[config.mk]
export PLATFORM = sky130hd
export DESIGN_NAME = mem_arbiter
export DESIGN_NICKNAME = d
export VERILOG_FILES = /design/src/rtl/mem_arbiter_pkg.sv /design/src/rtl/mem_arbiter.sv
export SDC_FILE = /design/constraint.sdc
export NUM_CORES = 1
export LEC_CHECK = 0
export BUFFER_PORTS_ARGS = -buffer_cell sky130_fd_sc_hd__clkbuf_2
export CAP_MARGIN = 20
export CORE_ASPECT_RATIO = 0.75
export CORE_MARGIN = 2
export CORE_UTILIZATION = 40
export CTS_BUF_LIST = sky130_fd_sc_hd__clkbuf_8
export DETAILED_ROUTE_END_ITERATION = 7
export PLACE_DENSITY_LB_ADDON = 0.2
export SETUP_SLACK_MARGIN = 0.5
export SLEW_MARGIN = 20
export SYNTH_ARGS = -nofsm -noshare
export SYNTH_HDL_FRONTEND = slang
export SYNTH_SLANG_ARGS = --single-unit
[constraint.sdc]
create_clock -name clock -period 5.9 [get_ports clock]
set_clock_uncertainty 0.05 [all_clocks]
set_input_delay 0.295 -clock clock [delete_from_list [all_inputs] [get_ports clock]]
set_output_delay 0.295 -clock clock [all_outputs]
set_load 0.02 [all_outputs]
[src/rtl/mem_arbiter_pkg.sv]
// Shared encodings and default widths for the memory arbiter and the core control unit.
package mem_arbiter_pkg;

  localparam int unsigned DEF_ADDR_W  = 8;
  localparam int unsigned DEF_DATA_W  = 16;
  localparam int unsigned DEF_MEM_LAT = 2;
  localparam int unsigned CNT_W       = 4;

  typedef enum logic [1:0] {
    IDLE  = 2'd0,
    ISSUE = 2'd1,
    WAIT  = 2'd2,
    ACK   = 2'd3
  } state_e;

  typedef enum logic {
    OWN_CORE   = 1'b0,
    OWN_LOADER = 1'b1
  } owner_e;

  // Round-robin pick: a tie goes to whoever did not own the previous access.
  function automatic owner_e rr_pick(input logic c_elig, input logic l_elig, input owner_e last);
    owner_e pick;
    if (c_elig && l_elig) begin
      pick = (last == OWN_CORE) ? OWN_LOADER : OWN_CORE;
    end else if (c_elig) begin
      pick = OWN_CORE;
    end else begin
      pick = OWN_LOADER;
    end
    return pick;
  endfunction

endpackage

[src/rtl/mem_arbiter.sv]
// Serialises core and loader accesses onto the single-port memory, inserting the
// read latency and returning a one-cycle ack plus captured read data to the owner.
module mem_arbiter
  import mem_arbiter_pkg::*;
#(
  parameter int unsigned ADDR_W  = DEF_ADDR_W,
  parameter int unsigned DATA_W  = DEF_DATA_W,
  parameter int unsigned MEM_LAT = DEF_MEM_LAT
) (
  input  logic              clock,
  input  logic              reset,
  input  logic              c_req,
  input  logic              c_we,
  input  logic [ADDR_W-1:0] c_addr,
  input  logic [DATA_W-1:0] c_wdata,
  output logic              c_ack,
  output logic [DATA_W-1:0] c_rdata,
  input  logic              l_req,
  input  logic              l_we,
  input  logic [ADDR_W-1:0] l_addr,
  input  logic [DATA_W-1:0] l_wdata,
  input  logic              l_lock,
  output logic              l_ack,
  output logic [DATA_W-1:0] l_rdata,
  output logic              mem_en,
  output logic              mem_we,
  output logic [ADDR_W-1:0] mem_addr,
  output logic [DATA_W-1:0] mem_wdata,
  input  logic [DATA_W-1:0] mem_rdata,
  output logic              busy
);

  state_e              state_q, state_d;
  owner_e              owner_q, owner_d;
  owner_e              last_q, last_d;
  logic [CNT_W-1:0]    cnt_q, cnt_d;
  logic [DATA_W-1:0]   c_rdata_q, c_rdata_d;
  logic [DATA_W-1:0]   l_rdata_q, l_rdata_d;
  logic                mem_en_q, mem_en_d;
  logic                mem_we_q, mem_we_d;
  logic [ADDR_W-1:0]   mem_addr_q, mem_addr_d;
  logic [DATA_W-1:0]   mem_wdata_q, mem_wdata_d;
  logic                c_ack_q, c_ack_d;
  logic                l_ack_q, l_ack_d;
  logic                busy_q, busy_d;

  logic   c_elig;
  logic   l_elig;
  owner_e pick;

  assign c_elig = c_req && !l_lock;
  assign l_elig = l_req;
  assign pick   = rr_pick(c_elig, l_elig, last_q);

  // The memory-side registers double as the latched transaction, so they hold
  // their values outside ISSUE and only mem_en qualifies them.
  always_comb begin
    state_d     = state_q;
    owner_d     = owner_q;
    last_d      = last_q;
    cnt_d       = cnt_q;
    c_rdata_d   = c_rdata_q;
    l_rdata_d   = l_rdata_q;
    mem_en_d    = 1'b0;
    mem_we_d    = mem_we_q;
    mem_addr_d  = mem_addr_q;
    mem_wdata_d = mem_wdata_q;
    c_ack_d     = 1'b0;
    l_ack_d     = 1'b0;

    unique case (state_q)
      IDLE: begin
        if (c_elig || l_elig) begin
          owner_d     = pick;
          last_d      = pick;
          mem_en_d    = 1'b1;
          mem_we_d    = (pick == OWN_CORE) ? c_we    : l_we;
          mem_addr_d  = (pick == OWN_CORE) ? c_addr  : l_addr;
          mem_wdata_d = (pick == OWN_CORE) ? c_wdata : l_wdata;
          state_d     = ISSUE;
        end
      end
      ISSUE: begin
        if (mem_we_q) begin
          c_ack_d = (owner_q == OWN_CORE);
          l_ack_d = (owner_q == OWN_LOADER);
          state_d = ACK;
        end else begin
          cnt_d   = CNT_W'(MEM_LAT - 1);
          state_d = WAIT;
        end
      end
      WAIT: begin
        if (cnt_q == '0) begin
          if (owner_q == OWN_CORE) begin
            c_rdata_d = mem_rdata;
          end else begin
            l_rdata_d = mem_rdata;
          end
          c_ack_d = (owner_q == OWN_CORE);
          l_ack_d = (owner_q == OWN_LOADER);
          state_d = ACK;
        end else begin
          cnt_d = cnt_q - CNT_W'(1);
        end
      end
      ACK: begin
        state_d = IDLE;
      end
      default: begin
        state_d = IDLE;
      end
    endcase

    busy_d = (state_d != IDLE);
  end

  always_ff @(posedge clock or posedge reset) begin
    if (reset) begin
      state_q     <= IDLE;
      owner_q     <= OWN_CORE;
      last_q      <= OWN_LOADER;
      cnt_q       <= '0;
      c_rdata_q   <= '0;
      l_rdata_q   <= '0;
      mem_en_q    <= 1'b0;
      mem_we_q    <= 1'b0;
      mem_addr_q  <= '0;
      mem_wdata_q <= '0;
      c_ack_q     <= 1'b0;
      l_ack_q     <= 1'b0;
      busy_q      <= 1'b0;
    end else begin
      state_q     <= state_d;
      owner_q     <= owner_d;
      last_q      <= last_d;
      cnt_q       <= cnt_d;
      c_rdata_q   <= c_rdata_d;
      l_rdata_q   <= l_rdata_d;
      mem_en_q    <= mem_en_d;
      mem_we_q    <= mem_we_d;
      mem_addr_q  <= mem_addr_d;
      mem_wdata_q <= mem_wdata_d;
      c_ack_q     <= c_ack_d;
      l_ack_q     <= l_ack_d;
      busy_q      <= busy_d;
    end
  end

  assign c_ack     = c_ack_q;
  assign l_ack     = l_ack_q;
  assign c_rdata   = c_rdata_q;
  assign l_rdata   = l_rdata_q;
  assign mem_en    = mem_en_q;
  assign mem_we    = mem_we_q;
  assign mem_addr  = mem_addr_q;
  assign mem_wdata = mem_wdata_q;
  assign busy      = busy_q;

endmodule
==> results of run 1 <==
kinds of logic (layout without fill, tap and decap cells):
logic type,Yosys count,after routing,share of synthesized area
flops,69,69,0.5754
compound gates,39,39,0.07167
simple gates,43,43,0.06834
mux,58,58,0.2196
fa+ha+maj,5,5,0.02083
buf+inv,21,160,0.04417
cell usage in the layout, fill, tap and decap left out, drive strengths merged, types with 3 or more instances in the layout:
| cell | netlist | final |
|---|---|---|
| clkbuf | 5 | 140 |
| dfrtp | 68 | 68 |
| mux2 | 33 | 33 |
| nand2 | 30 | 30 |
| o21ai | 29 | 29 |
| mux2i | 25 | 25 |
| inv | 10 | 11 |
| nor2 | 5 | 5 |
| ha | 5 | 5 |
| a21oi | 3 | 3 |
| clkinvlp | 0 | 3 |
| clkinv | 0 | 3 |
| buf | 6 | 3 |
worst paths after layout:
kind | startpoint | end | slack (ns) | cells past startpoint
setup / recovery | state_q[0] | c_rdata[0] | 3.86 | 5
hold / removal | reset | mem_wdata[10] | 0.13 | 3
setup reg to reg | state_q[0] | c_rdata[0] | 3.86 | 5
hold reg to reg | mem_wdata[4] | mem_wdata[4] | 0.43 | 2
max in group asynchronous | reset | c_rdata[10] | 5.09 | 3
min in group clock | mem_rdata[2] | l_rdata[2] | 0.15 | 2
metal layers:
metal / vias up / wire length [um] / global-route usage
li1: 1080 / - / -
met2: 80 / 2883 / 0.2493
met3: 6 / 485 / 0.07225
met1: 1015 / 2914 / 0.2048
met4: 0 / 63 / 0.04459
met5: - / 0 / 0
through the flow:
| step | hold WS [ns] | instances | utilization |
|---|---|---|---|
| 2_1_floorplan | 0.3931 | 235 | - |
| 6_report | 0.1344 | 475 | 0.5412 |
| 5_1_grt | 0.1242 | 475 | 0.5412 |
| 3_3_place_gp | 0.4139 | 457 | 0.5098 |
| 3_5_place_dp | 0.4201 | 458 | 0.5135 |
| 4_1_cts | 0.1360 | 474 | 0.5374 |
layout make-up:
type,instances,area [um^2]
multi-input cells,145,1165
inverters,10,37.54
repair buffers,134,718.2
fillers,670,3348
clock inverters,7,50.05
clock buffers,9,123.9
well taps,101,126.4
flip-flops and latches,69,1728
state kept, by name (all words and copies together), names as in the netlist:
| signal | count |
|---|---|
| busy | 1 |
| c_ack | 1 |
| c_rdata | 16 |
| cnt_q | 4 |
| l_ack | 1 |
| l_rdata | 16 |
| last_q | 1 |
| mem_addr | 8 |
| mem_en | 1 |
| mem_wdata | 16 |
| mem_we | 1 |
| owner_q | 1 |
| state_q | 2 |
critical path: cells and delay by family (launching register included):
kind / cells / cell delay [ns]
multiplexers: 1 / 0.37
flip-flops: 1 / 0.39
buffers and inverters: 1 / 0.12
adder cells (fa/ha/maj): 1 / 0.31
AND/OR/NAND/NOR: 2 / 0.68
power groups by stage:
| stage | Sequential, mW | Combinational [mW] | Clock [mW] |
|---|---|---|---|
| final | 0.834 | 0.988 | 0.331 |
| after global routing | 0.864 | 1.08 | 0.373 |
| after detailed placement | 0.839 | 0.987 | 0 |
| after floorplan | 1.08 | 0.417 | 0 |
| after global placement | 0.835 | 0.963 | 0 |
| after CTS | 0.835 | 0.988 | 0.348 |
==> metrics.md, run 1 <==
| Metric | Value |
|---|---|
| Status | finished clean |
| Max frequency | 489.9 MHz |
| Initial core utilization | 0.4115 |
| CTS buffer count | 9 |
| # hold bufs at CTS | 0 |
| NetSw | 0.8830 mW |
| Final wirelength | 6.347 mm |
| RSZ-0062 raised after global routing | no |
| VDD IR max | 0.0001887 V |
| Final setup violating endpoints | 0 |
| Power density over the cells | 545.3 mW/mm^2 |
| Sequential-to-total area share from yosys stat | 0.5754 |
| Final worst slack | 3.859 ns |
| GRT Residual Overflow | 0 |
| Fin crit share | 0.3460 |
| Power, Total | 2.153 mW |
| Detailed Place HPWL | approximately 4.7 mm |
| Die area | 0.008223 mm^2 |
| CP Capture Type | flop |
| Post-CTS sizing | 0 |
| Total number of vias | 2181 |
| Startpoint types | flop |
| Worst EP arrival | 2.21 ns |
| I/O pins | 132 |
| Max clock buf depth | 2 |
| Vias in the first global route | 2200 |
| Yosys warns | 0 |
| Ant diodes | 0 |
| CTS tree | yes |
| Post-Syn Area | 0.003003 mm^2 |
| Crit path max-delay cell type | dfrtp_1 |
| Max_cap viols | 0 |
| Iter 0 DRT Violations | 47 |
| Final #Nets | 445 |
| CP Max Fanout | 16 |
| Clk network pwr share | 0.154 |
| Cell area after layout | 0.003949 mm^2 |
| Pins Over Slew Limit | 0 |
| Largest net degree at the start of global routing | 70 |
| Routed Antenna Nets | 0 |
| Rel. slew slack | 0.4246 |
| Clk_lat worst skew | about 0.33 ns |
| Worst-path clk slew | 0.07 ns |
| Min Tclk post-route | 2.041 ns |
| Number of synthesized flops with an enable pin | 0 |
| Post-synth top area share | 0.5667 |
| Clk root buf | clkbuf_8 |
| WL/cell | 13.36 um |
| # DRC | 0 |
| Sw Share | 0.4100 |
| Die extent in y | 79.04 um |
| H-Tree Depth | 3 |
| HP Class | input port to async pin |
| Syn Inst Count | 235 |
| Internal power | 1.270 mW |
| Syn_nets | roughly 310 |
| Synth cell types | 33 |
| Area contributors post-synth | dfrtp_1, mux2_2, mux2i_1 |
| Cell row count | 27 |
| Clock sink count | about 70 |
| Endpoints failing hold | 0 |
| Critical Path RT | between 6 and 7 ns |
| Share of cells above drive strength 1 | 0.5134 |
| Dpl ws | around 3.8 ns |
| Most common cell in the netlist | dfrtp_1 |
| Post-synth top flop | dfrtp_1 |
| Setup bufs post-CTS | 0 |
| Worst path cell trace | inv_1 -> ha_1 -> and4bb_4 -> and2_4 -> mux2_2 |
| #FFs+latches synth | 69 |
| Part of the power in registers | 0.387 |
| GPL Wtd Cong | roughly 0.7 |
| IO Port Bufs | 131 |
| DR pass1 iterations | 4 |
| Gate power share | 0.459 |
| Worst-margin pin slew | roughly 0.86 ns |
| Critical path class | flop to flop |
| Setup TNS | 0 ns |
| Drt via density | around 4.6 |
| Synth Area per Inst | ~13 um^2 |
| First-pass GRT wire length | 10.39 mm |
| P&R area growth vs syn | 31.50% |
| Area after DPL | 0.003747 mm^2 |
| Core ar. | roughly 0.0073 mm^2 |
| Die Wd | approximately 100 um |
| Synth async-reset ratio | 1.000 |
| Post-synth top cells | dfrtp_1, nand2_1, o21ai_0, mux2i_1, mux2_2 |
| CP max stage delay | 0.39 ns |
| Top cell type by total area after synthesis | dfrtp_1 |
| Total GRT Usage | 0.1606 |
| Initial antenna violation count | 0 |
| Leakage Power | 2.029 nW |
Note: power is estimated with default switching activity, not from simulation.
==> inputs of run 2 (changes only) <==
Clock period 5.9 ns to 1.9 ns, I/O delays scaled along.
==> run 2 against run 1 <==
  * Wire length rose by 49%
  * Clock power rose to 4.9 times the previous value
  * Non-clock buffer count rose by 95
  * Utilization rose by 19 points
  * Die area did not move
  * Via count is 23% higher
  * Critical path depth up 1
  * Register-to-register slack worse by 3.7 ns
  * Count of clock-buffer cells in the layout rose by 1
  * Cell count is 20% higher
  * Worst hold slack lost 0.12 ns
  * Global-route usage rose by 7.5 points
  * Largest cell class is now non-clock buffers
==> metrics.md, run 2 (synthesized netlist as in run 1, its figures left out) <==
| Metric | Value |
|---|---|
| Status | finished clean |
| Initial antenna violation count | 0 |
| Pins Over Slew Limit | 0 |
| Routed Antenna Nets | 0 |
| Max frequency | 580.9 MHz |
| Power, Total | 8.632 mW |
| VDD IR max | 0.0008496 V |
| CP top delay family | simple AND/OR/NAND/NOR gates |
| Die Wd | approximately 100 um |
| First-pass GRT wire length | between 10 and 15 mm |
| Most frequent cells in the layout | clkbuf_2, dfrtp_1, dlygate4sd3_1, nand2_1, o21ai_1 |
| Max clock buf depth | 2 |
| Worst R2R Path Depth | 6 |
| H-Tree Depth | 3 |
| Commonest non-fill, non-tap cell in the layout | clkbuf_2 |
| Startpoint types | flop |
| Drt via density | 4.683 |
| M1 GR Usage | 0.2906 |
| P&R area growth vs syn | 77.04% |
| CP Capture Point | c_rdata[12] |
| Iter 0 DRT Violations | 93 |
| Critical Path RT | 2.07 ns |
| Final setup violating endpoints | 0 |
| Worst-path clk slew | roughly 0.080 ns |
| Detailed Place HPWL | 4.757 mm |
| Critical path class | flop to flop |
| Met3 Usage GRT | 0.06076 |
| Critical path buffers and inverters | 2 |
| Met2 Use GR | 0.4053 |
| Setup TNS | 0 ns |
| GPL Wtd Cong | 0.8296 |
| Power density over the cells | 1624 mW/mm^2 |
| I/O pins | between 100 and 150 |
| Cell row count | 27 |
| Critical path depth | 6 |
| Final worst slack | 0.1784 ns |
| GRT Residual Overflow | 0 |
| Vias in the first global route | slightly below 3k |
| WL/cell | 16.57 um |
| CP Capture Type | flop |
| IO Port Bufs | around 130 |
| Die area | 0.008223 mm^2 |
| Total GRT Usage | 0.2354 |
| Worst-margin pin slew | 0.6218 ns |
| Worst r2r src | cnt_q[0] |
| R2R Setup Slk | 0.18 ns |
| # DRC | 0 |
| RSZ-0062 raised after global routing | yes |
| Ant diodes | 0 |
| Setup crit start | cnt_q[0] |
| Min Tclk post-route | 1.722 ns |
| Leakage Power | 2.611 nW |
| Clk root buf | clkbuf_8 |
| Crit path max-delay cell type | dfrtp_1 |
| Initial core utilization | 0.4115 |
| GR peak layer | met2 |
| HP Class | input port to flop |
| Total number of vias | approximately 2.7k |
| Worst R2R End | c_rdata[12] |
| CTS tree | yes |
| CTS buffer count | 9 |
| Dpl ws | around 0.06 ns |
| CP max stage delay | just under 0.4 ns |
| Fin crit share | 0.9061 |
| Worst path cell trace | inv_2 -> ha_4 -> and4bb_4 -> and2_4 -> buf_12 -> mux2_4 |
| Rel. slew slack | 0.5839 |
| Largest net degree at the start of global routing | 34 |
| Core ar. | 0.007297 mm^2 |
| Worst EP arrival | 1.90 ns |
| Final wirelength | 9.461 mm |
| DR pass1 iterations | 5 |
| Clk_lat worst skew | between 0.3 and 0.4 ns |
| Die extent in y | 79.04 um |
| Max_cap viols | 0 |
| Endpoints failing hold | 0 |
| Final #Nets | 541 |
| Hold WS | approximately 0.012 ns |
| Share of cells above drive strength 1 | 0.5404 |
| Final core utilization | 0.7286 |
| Clock sink count | a little under 70 |
| CP Max Fanout | 9 |
[run 2: cell types whose count changed in the layout (fill, tap and decap cells not counted), moves of 15 or more]
cell / change
o21ai_1: +25
o21ai_0: -28
buf_4: +15
dlygate4sd3_1: +61
[run 2: worst min path at each step]
stage                             start     endpoint  slack [ns]  cells after the start
final                         c_addr[0]  mem_addr[0]        0.01                      3
after global routing          l_addr[5]  mem_addr[5]        0.01                      3
after CTS                     c_addr[3]  mem_addr[3]      0.0007                      3
after detailed placement          reset  mem_addr[2]        0.07                      2
after global placement            reset   l_rdata[5]        0.06                      2
after floorplan           mem_rdata[10]  c_rdata[10]        0.19                      1
[run 2: final cells by class]
cell class | instances | area (um^2)
clock buffer | 10 | 137.6
clock inverter | 6 | 133.9
fill | 498 | 1981
inverter | 10 | 43.79
multi-input combinational | 146 | 1363
sequential | 69 | 1728
tap | 101 | 126.4
timing repair buffer | 229 | 1784
[run 2: power by group]
| part | switching [mW] | internal [mW] |
|---|---|---|
| Clock | 0.571 | 1.04 |
| Sequential | 0.482 | 2.20 |
| Combinational | 2.26 | 2.08 |
| Total | 3.32 | 5.31 |
[run 2: what timing repair did]
action,4_1_cts,5_1_grt
hold buffers,61,0
endpoints found under the hold margin,72,0
pin swaps,6,9
gates resized for setup,38,31
cloned,8,0
buffers inserted,19,7
setup endpoints to repair,62,68
[run 2: worst register-to-register path: stages (launching register included)]
cell and delay, ns:
dfrtp_1 0.39, inv_2 0.09, ha_4 0.14, and4bb_4 0.26
and2_4 0.22, buf_12 0.16, mux2_4 0.31
[run 2: metrics by stage]
step,instance area [um^2],instances
final,5316,571
after global routing,5316,571
after CTS,5171,564
after detailed placement,3796,460
after global placement,3796,460
after floorplan,3027,235
[run 2: layer usage]
metal	wire length, um	vias to the layer above	part of all wire
li1	-	1275	-
met1	3905	1288	0.41
met2	4901	96	0.52
met3	535	15	0.057
met4	118	0	0.012
met5	0	-	0
